<file path="src/rtl/alu_op_sequencer.sv">
// rtl/alu_op_sequencer.sv - collects A, B and opcode from switches, runs the ALU for a settle window, shows the result
module alu_op_sequencer #(
  parameter int unsigned SETTLE_CYCLES = 1
) (
  input  logic       clk,
  input  logic       rst,
  input  logic [3:0] sw,
  input  logic       btn,
  input  logic [3:0] alu_r,
  input  logic [3:0] alu_flags,
  output logic [3:0] alu_a,
  output logic [3:0] alu_b,
  output logic [2:0] alu_op,
  output logic [3:0] result,
  output logic [3:0] flags,
  output logic [2:0] state_o,
  output logic       done,
  output logic       err
);

  typedef enum logic [2:0] {
    IDLE   = 3'd0,
    GET_B  = 3'd1,
    GET_OP = 3'd2,
    EXEC   = 3'd3,
    SHOW   = 3'd4,
    ERR    = 3'd5
  } state_t;

  localparam logic [3:0] CNT_LAST = 4'(SETTLE_CYCLES - 1);

  state_t     state_q, state_d;
  logic [3:0] a_q, a_d;
  logic [3:0] b_q, b_d;
  logic [2:0] op_q, op_d;
  logic [3:0] cnt_q, cnt_d;
  logic [3:0] result_q, result_d;
  logic [3:0] flags_q, flags_d;
  logic       btn_q;
  logic       done_q;
  logic       err_q;
  logic       press;

  assign press = btn & ~btn_q;

  always_comb begin
    state_d  = state_q;
    a_d      = a_q;
    b_d      = b_q;
    op_d     = op_q;
    cnt_d    = cnt_q;
    result_d = result_q;
    flags_d  = flags_q;
    case (state_q)
      IDLE: begin
        if (press) begin
          a_d     = sw;
          state_d = GET_B;
        end
      end
      GET_B: begin
        if (press) begin
          b_d     = sw;
          state_d = GET_OP;
        end
      end
      GET_OP: begin
        if (press) begin
          op_d = sw[2:0];
          if (sw[2:0] == 3'b111) begin
            state_d = ERR;
          end else begin
            state_d = EXEC;
            cnt_d   = 4'd0;
          end
        end
      end
      EXEC: begin
        // ALU inputs have been stable for the whole window by the last count
        cnt_d = cnt_q + 4'd1;
        if (cnt_q == CNT_LAST) begin
          result_d = alu_r;
          flags_d  = alu_flags;
          state_d  = SHOW;
        end
      end
      SHOW, ERR: begin
        if (press) begin
          state_d = IDLE;
        end
      end
      default: state_d = IDLE;
    endcase
  end

  always_ff @(posedge clk) begin
    if (rst) begin
      state_q  <= IDLE;
      a_q      <= 4'd0;
      b_q      <= 4'd0;
      op_q     <= 3'd0;
      cnt_q    <= 4'd0;
      result_q <= 4'd0;
      flags_q  <= 4'd0;
      btn_q    <= 1'b1;
      done_q   <= 1'b0;
      err_q    <= 1'b0;
    end else begin
      state_q  <= state_d;
      a_q      <= a_d;
      b_q      <= b_d;
      op_q     <= op_d;
      cnt_q    <= cnt_d;
      result_q <= result_d;
      flags_q  <= flags_d;
      btn_q    <= btn;
      done_q   <= (state_d == SHOW);
      err_q    <= (state_d == ERR);
    end
  end

  assign alu_a   = a_q;
  assign alu_b   = b_q;
  assign alu_op  = op_q;
  assign result  = result_q;
  assign flags   = flags_q;
  assign state_o = state_q;
  assign done    = done_q;
  assign err     = err_q;

endmodule

</file>
<file path="config.mk">
export PLATFORM = sky130hd
export DESIGN_NAME = alu_op_sequencer
export DESIGN_NICKNAME = d
export VERILOG_FILES = /design/src/rtl/alu_op_sequencer.sv
export SDC_FILE = /design/constraint.sdc
export NUM_CORES = 1
export LEC_CHECK = 0
export BUFFER_PORTS_ARGS = -buffer_cell sky130_fd_sc_hd__clkbuf_2
export CELL_PAD_IN_SITES_DETAIL_PLACEMENT = 0
export CELL_PAD_IN_SITES_GLOBAL_PLACEMENT = 2
export CORE_ASPECT_RATIO = 0.9
export CORE_UTILIZATION = 31
export CTS_CLUSTER_SIZE = 20
export DETAILED_ROUTE_END_ITERATION = 10
export GPL_TIMING_DRIVEN = 0
export PLACE_DENSITY = 0.8
export SYNTH_ARGS = -nofsm -noshare
export SYNTH_HDL_FRONTEND = slang
export SYNTH_SLANG_ARGS = --single-unit
</file>
<file path="constraint.sdc">
create_clock -name clk -period 2.6 [get_ports clk]
set_input_delay 0.39 -clock clk [delete_from_list [all_inputs] [get_ports clk]]
set_output_delay 0.39 -clock clk [all_outputs]
set_load 0.05 [all_outputs]
</file>
# Word level (Yosys, flattened, before mapping)

Index checks and enable logic that the tools add are counted.

Register bits: 29
Bits in latches: 0
Memory bits (writable): 0
Memory bits (read-only): 0
Bits of input ports: 15
Output and inout bits: 24
Word-level logic and storage cells: 42
Memories: 0

$add $sub $neg: 1
Multipliers: 0
Divide/modulo/power cells: 0
$lt $le $gt $ge: 0
Eq/ne operators: 10
Shift operators: 0
Multiplexer cells: 10
Bitwise gates (word level): 2
Reduce and logical (&&, ||, !) cells: 9

Operator list:

| operator                                             | number |
|---|---|
| two-way mux 3 bit                                    | 6 |
| equality test 3 bit (second input constant)          | 5 |
| one-hot mux 3 bit (5 select lines)                   | 1 |
| two-way mux 4 bit                                    | 2 |
| one-hot mux 4 bit (2 select lines)                   | 1 |
| AND reduction 2 bit                                  | 4 |
| equality test 3 x 2 -> 1 bit (second input constant) | 2 |
| adder 4 x 1 -> 4 bit (second input constant)         | 1 |
| logical NOT 4 bit                                    | 1 |
| != test 2 bit (second input constant)                | 2 |
| equality test 3 x 1 -> 1 bit (second input constant) | 1 |
| logical NOT 3 bit                                    | 1 |
| AND reduction 3 bit                                  | 1 |
| nonzero test 2 bit                                   | 1 |
| OR reduction 2 bit                                   | 1 |
| AND 1 bit                                            | 1 |
| NOT 1 bit                                            | 1 |

# Longest topological paths before layout

Gate-level depths: netlist of run 1.

Depth in word-level cells: 5
Depth in mapped cells: 7
Mapped depth without buffers: 6

# Least setup slack after synthesis of run 1

OpenSTA, ideal clock, no wires.

Kind: register to register
Start point: register state_q[0], in the netlist state_o[0]
End point: register cnt_q[3]
Setup time: 0.086 ns
Arrival: 1.676 ns
Slack: 0.838 ns
Cell stages (with the launch flop): 5
Buffers on the path: 1
Clock period less this slack: 1.762 ns
Path through: dfxtp_1 buf_2 a21oi_2 or4_4 a221oi_2

Longest elaborated chain between the ends: 3
Elaborated cells between the ends (all ways): 7
Those cells by class: 4 x eq/ne; 1 x mux; 2 x reduce/logical

RTL lines:

| what                                                                        | RTL line | source |
|---|---|---|
| start: declaration                                                          | 32       | `state_t state_q, state_d;` |
| start signal: assignment                                                    | 109      | `state_q <= state_d;` |
| equality test 3 x 2 -> 1 bit                                                | 54       | `case (state_q)` |
| != test 2 bit (no source line) / nonzero test 2 bit (equally long branches) | n/a      |  |
| AND reduction 3 bit (no source line)                                        | n/a      |  |
| end signal: assignment                                                      | 113      | `cnt_q <= cnt_d;` |
| end: declaration                                                            | 36       | `logic [3:0] cnt_q, cnt_d;` |

Several ways; a longest one is shown, not always the timed one.
A chain may end at the register's enable or synchronous reset.

# Worst setup path after layout of run 1

Start point: register cnt_q[0]
End point: register result_q[3], in the netlist result[3]

Longest elaborated chain between the ends: 2

RTL lines:

| what                                 | RTL line | source |
|---|---|---|
| logical NOT 4 bit                    | 81       | `if (cnt_q == CNT_LAST) begin` |
| AND reduction 2 bit (no source line) | n/a      |  |
| end signal: assignment               | 114      | `result_q <= result_d;` |
| end: declaration                     | 37       | `logic [3:0] result_q, result_d;` |

Every way passes these cells.

==> results.tsv, run 1 <==
stage	metric	value	unit
hold_path	Worst Hold Depth	2	
die	die width	68.3	microns
routing	via count	1057	
sta	worst hold slack	336	ps
global_routing	global route overflow	0	
routing	DR WL/cell	12.9	microns
worst_setup_path	crit path capture type	flip-flop	
job	MaxCap Viol Count	0	
placement	Port-buffer cells	37	
clock_tree	Num CTS Buffers	5	
global_routing	initial antenna violation count	0	
logic_synthesis	Netlist Area Pre-Place	1230	sq um
worst_setup_path	Worst Reg-to-Reg Cells	7	
logic_synthesis	Post-synth EDFFs	0	
logic_synthesis	fraction of registers with async set/reset	0	%
worst_setup_path	Critical Path RT	2760	ps
routing	Initial DRC Count	34	
routing	vias per cell	4.80	
power	Pwr Density	559	nW/um^2
sta	fin crit share	66.9	%
die	height of the die	61.7	microns
routing	Total Wirelength	2830	microns
clock_tree	Clock Latency Late Sink	280	ps
worst_setup_path	Critical Path Fanout Max	9	
final_layout	Fillers	378	
logic_synthesis	Post-Synthesis Cells	129	
die	I/O pins	39	
placement	hpwl dp	2060	microns
sta	Layout Skew	6.66	ps
logic_synthesis	main area contributors after synthesis	dfxtp_1 (47%), mux2i_1 (9.8%), nor2_1 (5.2%)	
global_routing	GRT Overall Usage	15.5	%
die	die area	4210	sq um
logic_synthesis	Syn Nets	146	
sta	RSZ-0062 raised after global routing	false	
die	row count	21	
clock_tree	Clk Tree Root Cell	clkbuf_8	
power	leakage power total	0.666	nW
worst_setup_path	CP Launch Type	flip-flop	
worst_setup_path	critical path data arrival time	1900	ps
worst_setup_path	reg2reg end	result[3]$_SDFFE_PP0P_	
clock_tree	H-tree levels	2	
clock_tree	clock slew at reported path FFs	60	ps
placement	gpl congestion	0.731	
routing	DRT antenna net count	0	
final_layout	Synth-to-Final Area Change	26.5	%
logic_synthesis	post-synthesis register bit count	29	
global_routing	vias in the first global route	994	
logic_synthesis	Ys Warns	0	
worst_setup_path	Worst Setup Path Type	reg -> reg	
clock_tree	post-cts hold buffer count	0	
sta	final setup violation count	0	
logic_synthesis	sequential area share after synthesis	47.3	%
routing	DRT Pass-1 Iters	4	
sta	Fmax	575	MHz
logic_synthesis	Post-synth top flop	dfxtp_1	
run_status	status	completed	
hold_path	hold_sp	btn	
sta	fin. max-slew vios	0	
sta	setup_tns	0	ps
sta	Max-slew headroom	64.1	%
power	VDD IR max	0.288	mV
hold_path	Worst Hold End	btn_q$_SDFF_PP1_	
sta	Tmin final	1740	ps
logic_synthesis	synth cell count leaders	dfxtp_1 (29), nor2_1 (17), nand2_1 (14)	
sta	worst slew pin tran	536	ps
routing	DRC violations left	0	
final_layout	Total Nets Final	190	
final_layout	area taken by multi-input logic gates	592	sq um
sta	endpoints failing hold	0	
worst_setup_path	start of the worst register-to-register path	cnt_q[0]$_SDFFE_PP0P_	
clock_tree	Clock Tree Buf Depth	2	
logic_synthesis	Syn Area/Cell	9.51	sq um
clock_tree	CTS tree	built	
clock_tree	cts repair resizes	0	
die	total core area	3760	sq um
global_routing	largest net degree at the start of global routing	11	
hold_path	type of the most critical hold path	in -> reg	
logic_synthesis	Netlist cell types	32	
global_routing	first-pass GRT wire length	4530	microns
final_layout	Reg area	581	sq um
final_layout	share of cells above drive strength 1	32.8	%
final_layout	antenna cells	0	
logic_synthesis	area share of the leading cell type in the synthesized netlist	47.3	%
worst_setup_path	R2R setup slack	860	ps
logic_synthesis	leading area contributor after synthesis	dfxtp_1	
die	initial core utilization	32.6	%
logic_synthesis	top-count cell post-synth	dfxtp_1	
clock_tree	post-CTS setup buffers	0	
clock_tree	CTS sink cnt	29	
==> worst max path at each step <==
stage	start	endpoint	slack, ps	cells after the start
global route	cnt_q[0]$_SDFFE_PP0P_	done$_SDFF_PP0_	680	7
CTS	cnt_q[0]$_SDFFE_PP0P_	result[3]$_SDFFE_PP0P_	830	7
floorplan	state_o[0]$_SDFF_PP0_	cnt_q[3]$_SDFFE_PP0P_	840	4
detailed placement	cnt_q[0]$_SDFFE_PP0P_	result[3]$_SDFFE_PP0P_	830	7
global placement	cnt_q[0]$_SDFFE_PP0P_	done$_SDFF_PP0_	890	7
finish	cnt_q[0]$_SDFFE_PP0P_	result[3]$_SDFFE_PP0P_	860	7
==> per-layer routing <==
layer / wire length (microns) / GRT usage [%] / vias to the layer above
met5: 0 / 0 / -
met4: 44 / 7.14 / 0
met3: 152 / 6.48 / 5
met2: 1340 / 24.5 / 25
met1: 1290 / 18.3 / 493
li1: - / - / 534
==> critical path, cell delays in order, from the launching register on <==
cell and delay (ps):
dfxtp_1 320, inv_1 90, ha_1 140, nor3b_1 380
and3_1 240, buf_6 170, mux2i_1 220, nor2_1 60
==> power breakdown <==
part | internal, mW | leakage [nW] | switching [mW] | total, mW
clock | 0.185 | 0.0450 | 0.166 | 0.351
sequential | 0.449 | 0.234 | 0.00328 | 0.452
combinational | 0.0202 | 0.387 | 0.0434 | 0.0637
total | 0.654 | 0.666 | 0.213 | 0.867
==> cell families after synthesis <==
logic type	Yosys count	synth area share, %
fa+ha+maj	2	2.04
flops	29	47.3
simple gates	51	21.3
buf+inv	11	4.39
compound gates	24	15.1
mux	12	9.80
==> final cells by class <==
cell class	count	share of cell area, %
timing repair buffer	37	11.9
clock inverter	2	0.645
buffer	6	2.26
inverter	5	1.21
clock buffer	6	4.68
tap	46	3.71
multi-input combinational	89	38.1
sequential	29	37.4
==> registers in the layout, summed over array words and instances (netlist names) <==
| name | count |
|---|---|
| alu_a | 4 |
| alu_b | 4 |
| cnt_q | 4 |
| flags | 4 |
| result | 4 |
| alu_op | 3 |
| state_o | 3 |
| btn_q | 1 |
| done | 1 |
| err | 1 |
==> placed cells by master (no fill, tap or decap) <==
master,Yosys,layout
a211oi_1,2,2
nor2b_2,1,1
o21ai_0,4,4
or2_2,1,1
buf_2,1,1
o31ai_1,1,1
a221oi_2,1,1
clkbuf_8,0,5
nand2_1,14,14
buf_4,1,1
o311a_2,1,1
or4_4,1,1
clkbuf_2,0,37
a2bb2oi_1,2,2
and3_1,3,3
a311o_1,1,1
dfxtp_1,29,29
buf_6,1,1
mux2i_1,12,12
nor3b_2,1,1
a21oi_1,9,9
nor2_1,17,17
nand2b_4,1,1
nand3_1,8,8
ha_1,2,2
clkbuf_1,3,4
clkinv_2,0,2
or3_1,1,1
nor3b_1,1,1
a21oi_2,1,1
inv_1,5,5
o311ai_4,1,1
nor2b_4,1,1
and2_1,1,1
a221oi_1,1,1
==> stage by stage <==
stage               cell area, sq um  utilization [%]  instances  setup slack [ps]  power (mW)
floorplan                       1230                -        129               838       0.501
global placement                1470             39.1        212               894       0.525
detailed placement              1470             39.1        212               833       0.526
CTS                             1550             41.3        220               831       0.883
global route                    1550             41.3        220               685       0.911
finish                          1550             41.3        220               861       0.867
No activity file was read; power rests on OpenSTA's default activity.
==> inputs of run 2 (changes only) <==
Settings changed: CORE_UTILIZATION 31 to 26, PLACE_DENSITY 0.8 to 0.71.
Clock period 2.6 ns to 1.6 ns, I/O delays scaled along.
==> run 2 against run 1 <==
Maximum frequency is 15% higher. Global-route usage is 2.6 points lower. Total power is 65% higher. Critical path type unchanged. Via count is 1.3% higher. Clock power is 68% higher. Sequential share of layout area is 1.6 points lower. Largest cell class unchanged. Largest power group unchanged.
==> results.tsv, run 2 (synthesis gave the netlist of run 1 again) <==
stage	metric	value	unit
final_layout	Synth-to-Final Area Change	33.6	%
worst_setup_path	CP Launch Type	flip-flop	
job	MaxCap Viol Count	0	
sta	worst slew pin tran	547	ps
routing	vias per cell	4.50	
hold_path	Worst Hold Depth	2	
clock_tree	post-cts hold buffer count	0	
final_layout	final instance area	1640	sq um
routing	Initial DRC Count	46	
power	Tot Pwr	1.43	mW
sta	worst hold slack	195	ps
final_layout	commonest non-fill, non-tap cell in the layout	clkbuf_2	
die	height of the die	67.2	microns
worst_setup_path	slowest stage delay, CP	330	ps
global_routing	initial antenna violation count	0	
global_routing	largest net degree at the start of global routing	11	
sta	endpoints failing hold	0	
routing	Total Wirelength	2930	microns
sta	final setup violation count	0	
clock_tree	clock slew at reported path FFs	60	ps
clock_tree	Clk Tree Root Cell	clkbuf_8	
routing	DR WL/cell	12.3	microns
routing	DRT antenna net count	0	
hold_path	type of the most critical hold path	in -> reg	
sta	fin crit share	94.7	%
placement	Port-buffer cells	37	
final_layout	Total Nets Final	193	
sta	Fmax	660	MHz
worst_setup_path	Buf+Inv Stages, Crit Path	2	
placement	placed instance area	1490	sq um
die	initial core utilization	27.3	%
sta	fin. max-slew vios	0	
power	leakage power total	0.691	nW
power	VDD IR max	0.455	mV
clock_tree	Clock Latency Late Sink	270	ps
clock_tree	Clock Tree Buf Depth	2	
worst_setup_path	crit path capture type	flip-flop	
final_layout	area taken by multi-input logic gates	622	sq um
sta	Max-slew headroom	63.5	%
worst_setup_path	Worst path top cell family by delay	simple AND/OR/NAND/NOR gates	
global_routing	first-pass GRT wire length	4800	microns
worst_setup_path	critical path data arrival time	1660	ps
die	row count	23	
final_layout	most frequent cells in the layout	clkbuf_2 (37), dfxtp_1 (24), nor2_1 (16)	
global_routing	vias in the first global route	1062	
sta	setup_tns	0	ps
final_layout	Reg area	587	sq um
global_routing	GRT Overall Usage	12.9	%
routing	DRC violations left	0	
global_routing	global route overflow	0	
worst_setup_path	R2R setup slack	90	ps
worst_setup_path	reg2reg end	flags[1]$_SDFFE_PP0P_	
sta	RSZ-0062 raised after global routing	true	
placement	hpwl dp	2100	microns
placement	gpl congestion	0.678	
worst_setup_path	Worst Setup Path Type	reg -> reg	
clock_tree	CTS sink cnt	29	
final_layout	Fillers	482	
clock_tree	CTS tree	built	
worst_setup_path	Worst Reg-to-Reg Cells	7	
final_layout	share of cells above drive strength 1	38.6	%
sta	Layout Skew	4.30	ps
sta	Tmin final	1510	ps
worst_setup_path	Critical Path Fanout Max	5	
routing	DRT Pass-1 Iters	4	
power	Pwr Density	875	nW/um^2
die	I/O pins	39	
run_status	status	completed	
worst_setup_path	CP max-delay cell	dfxtp_2	
die	total core area	4490	sq um
worst_setup_path	Critical Path RT	1750	ps
routing	via count	1071	
hold_path	Worst Hold End	btn_q$_SDFF_PP1_	
clock_tree	Num CTS Buffers	5	
final_layout	antenna cells	0	
hold_path	hold_sp	btn	
clock_tree	H-tree levels	2	
worst_setup_path	start of the worst register-to-register path	cnt_q[0]$_SDFFE_PP0P_	
worst_setup_path	crit path cell chain	inv_2 -> ha_1 -> nor3b_4 -> and3_4 -> buf_6 -> mux2i_1 -> nor2_1	
die	die width	74.4	microns
die	die area	5000	sq um
run 2: changes by cell type in the layout (fill, tap and decap cells not counted), sizes merged:
cell    delta
buf        +3
clkinv     -2
clkbuf     +1
run 2: final cells by class:
cell class / instances / share of cell area, %
multi-input cells: 89 / 38.0
inverters: 5 / 1.15
clock buffers: 7 / 5.27
repair buffers: 40 / 12.9
plain buffers: 6 / 2.14
well taps: 62 / 4.74
flip-flops and latches: 29 / 35.8
run 2: through the flow:
step,std cells,util (%),setup slack (ps)
4_1_cts,235,35.4,12.7
3_5_place_dp,228,33.2,-140
2_1_floorplan,129,-,27.8
6_report,238,36.5,85.5
5_1_grt,238,36.5,-16.3
3_3_place_gp,228,33.2,-156
run 2: power by group:
| part | total (mW) | switching, mW | internal (mW) |
|---|---|---|---|
| Clock | 0.590 | 0.250 | 0.340 |
| Combinational | 0.106 | 0.0716 | 0.0345 |
| Sequential | 0.736 | 0.00618 | 0.730 |
| Total | 1.43 | 0.328 | 1.10 |
run 2: worst max path at each step:
stage | startpoint | to | slack (ps) | cells after the start
2_1_floorplan | state_o[0]$_SDFF_PP0_ | cnt_q[3]$_SDFFE_PP0P_ | 30 | 4
3_3_place_gp | cnt_q[0]$_SDFFE_PP0P_ | done$_SDFF_PP0_ | -160 | 7
3_5_place_dp | cnt_q[0]$_SDFFE_PP0P_ | flags[1]$_SDFFE_PP0P_ | -140 | 7
4_1_cts | cnt_q[0]$_SDFFE_PP0P_ | done$_SDFF_PP0_ | 10 | 7
5_1_grt | cnt_q[0]$_SDFFE_PP0P_ | result[1]$_SDFFE_PP0P_ | -20 | 7
6_report | cnt_q[0]$_SDFFE_PP0P_ | flags[1]$_SDFFE_PP0P_ | 90 | 7
run 2: what timing repair did:
item | in CTS | in global routing
resized for setup | 2 | 10
endpoints found under the setup margin | 12 | 15
gates cloned | 0 | 1
buffers inserted | 0 | 2
pin swaps | 1 | 0
run 2: routing by layer:
metal	up-vias	wire length, microns	track usage (%)	share of wire [%]
met2	27	1320	20.2	45
li1	542	-	-	-
met5	-	0	0	0
met1	498	1440	15.8	49
met4	0	16	5.66	0.55
met3	4	158	4.93	5.4
run 2: worst register-to-register path, cell delays in order, from the launching register on:
cell	delay, ps
dfxtp_2	330
inv_2	60
ha_1	130
nor3b_4	250
and3_4	250
buf_6	140
mux2i_1	190
nor2_1	50
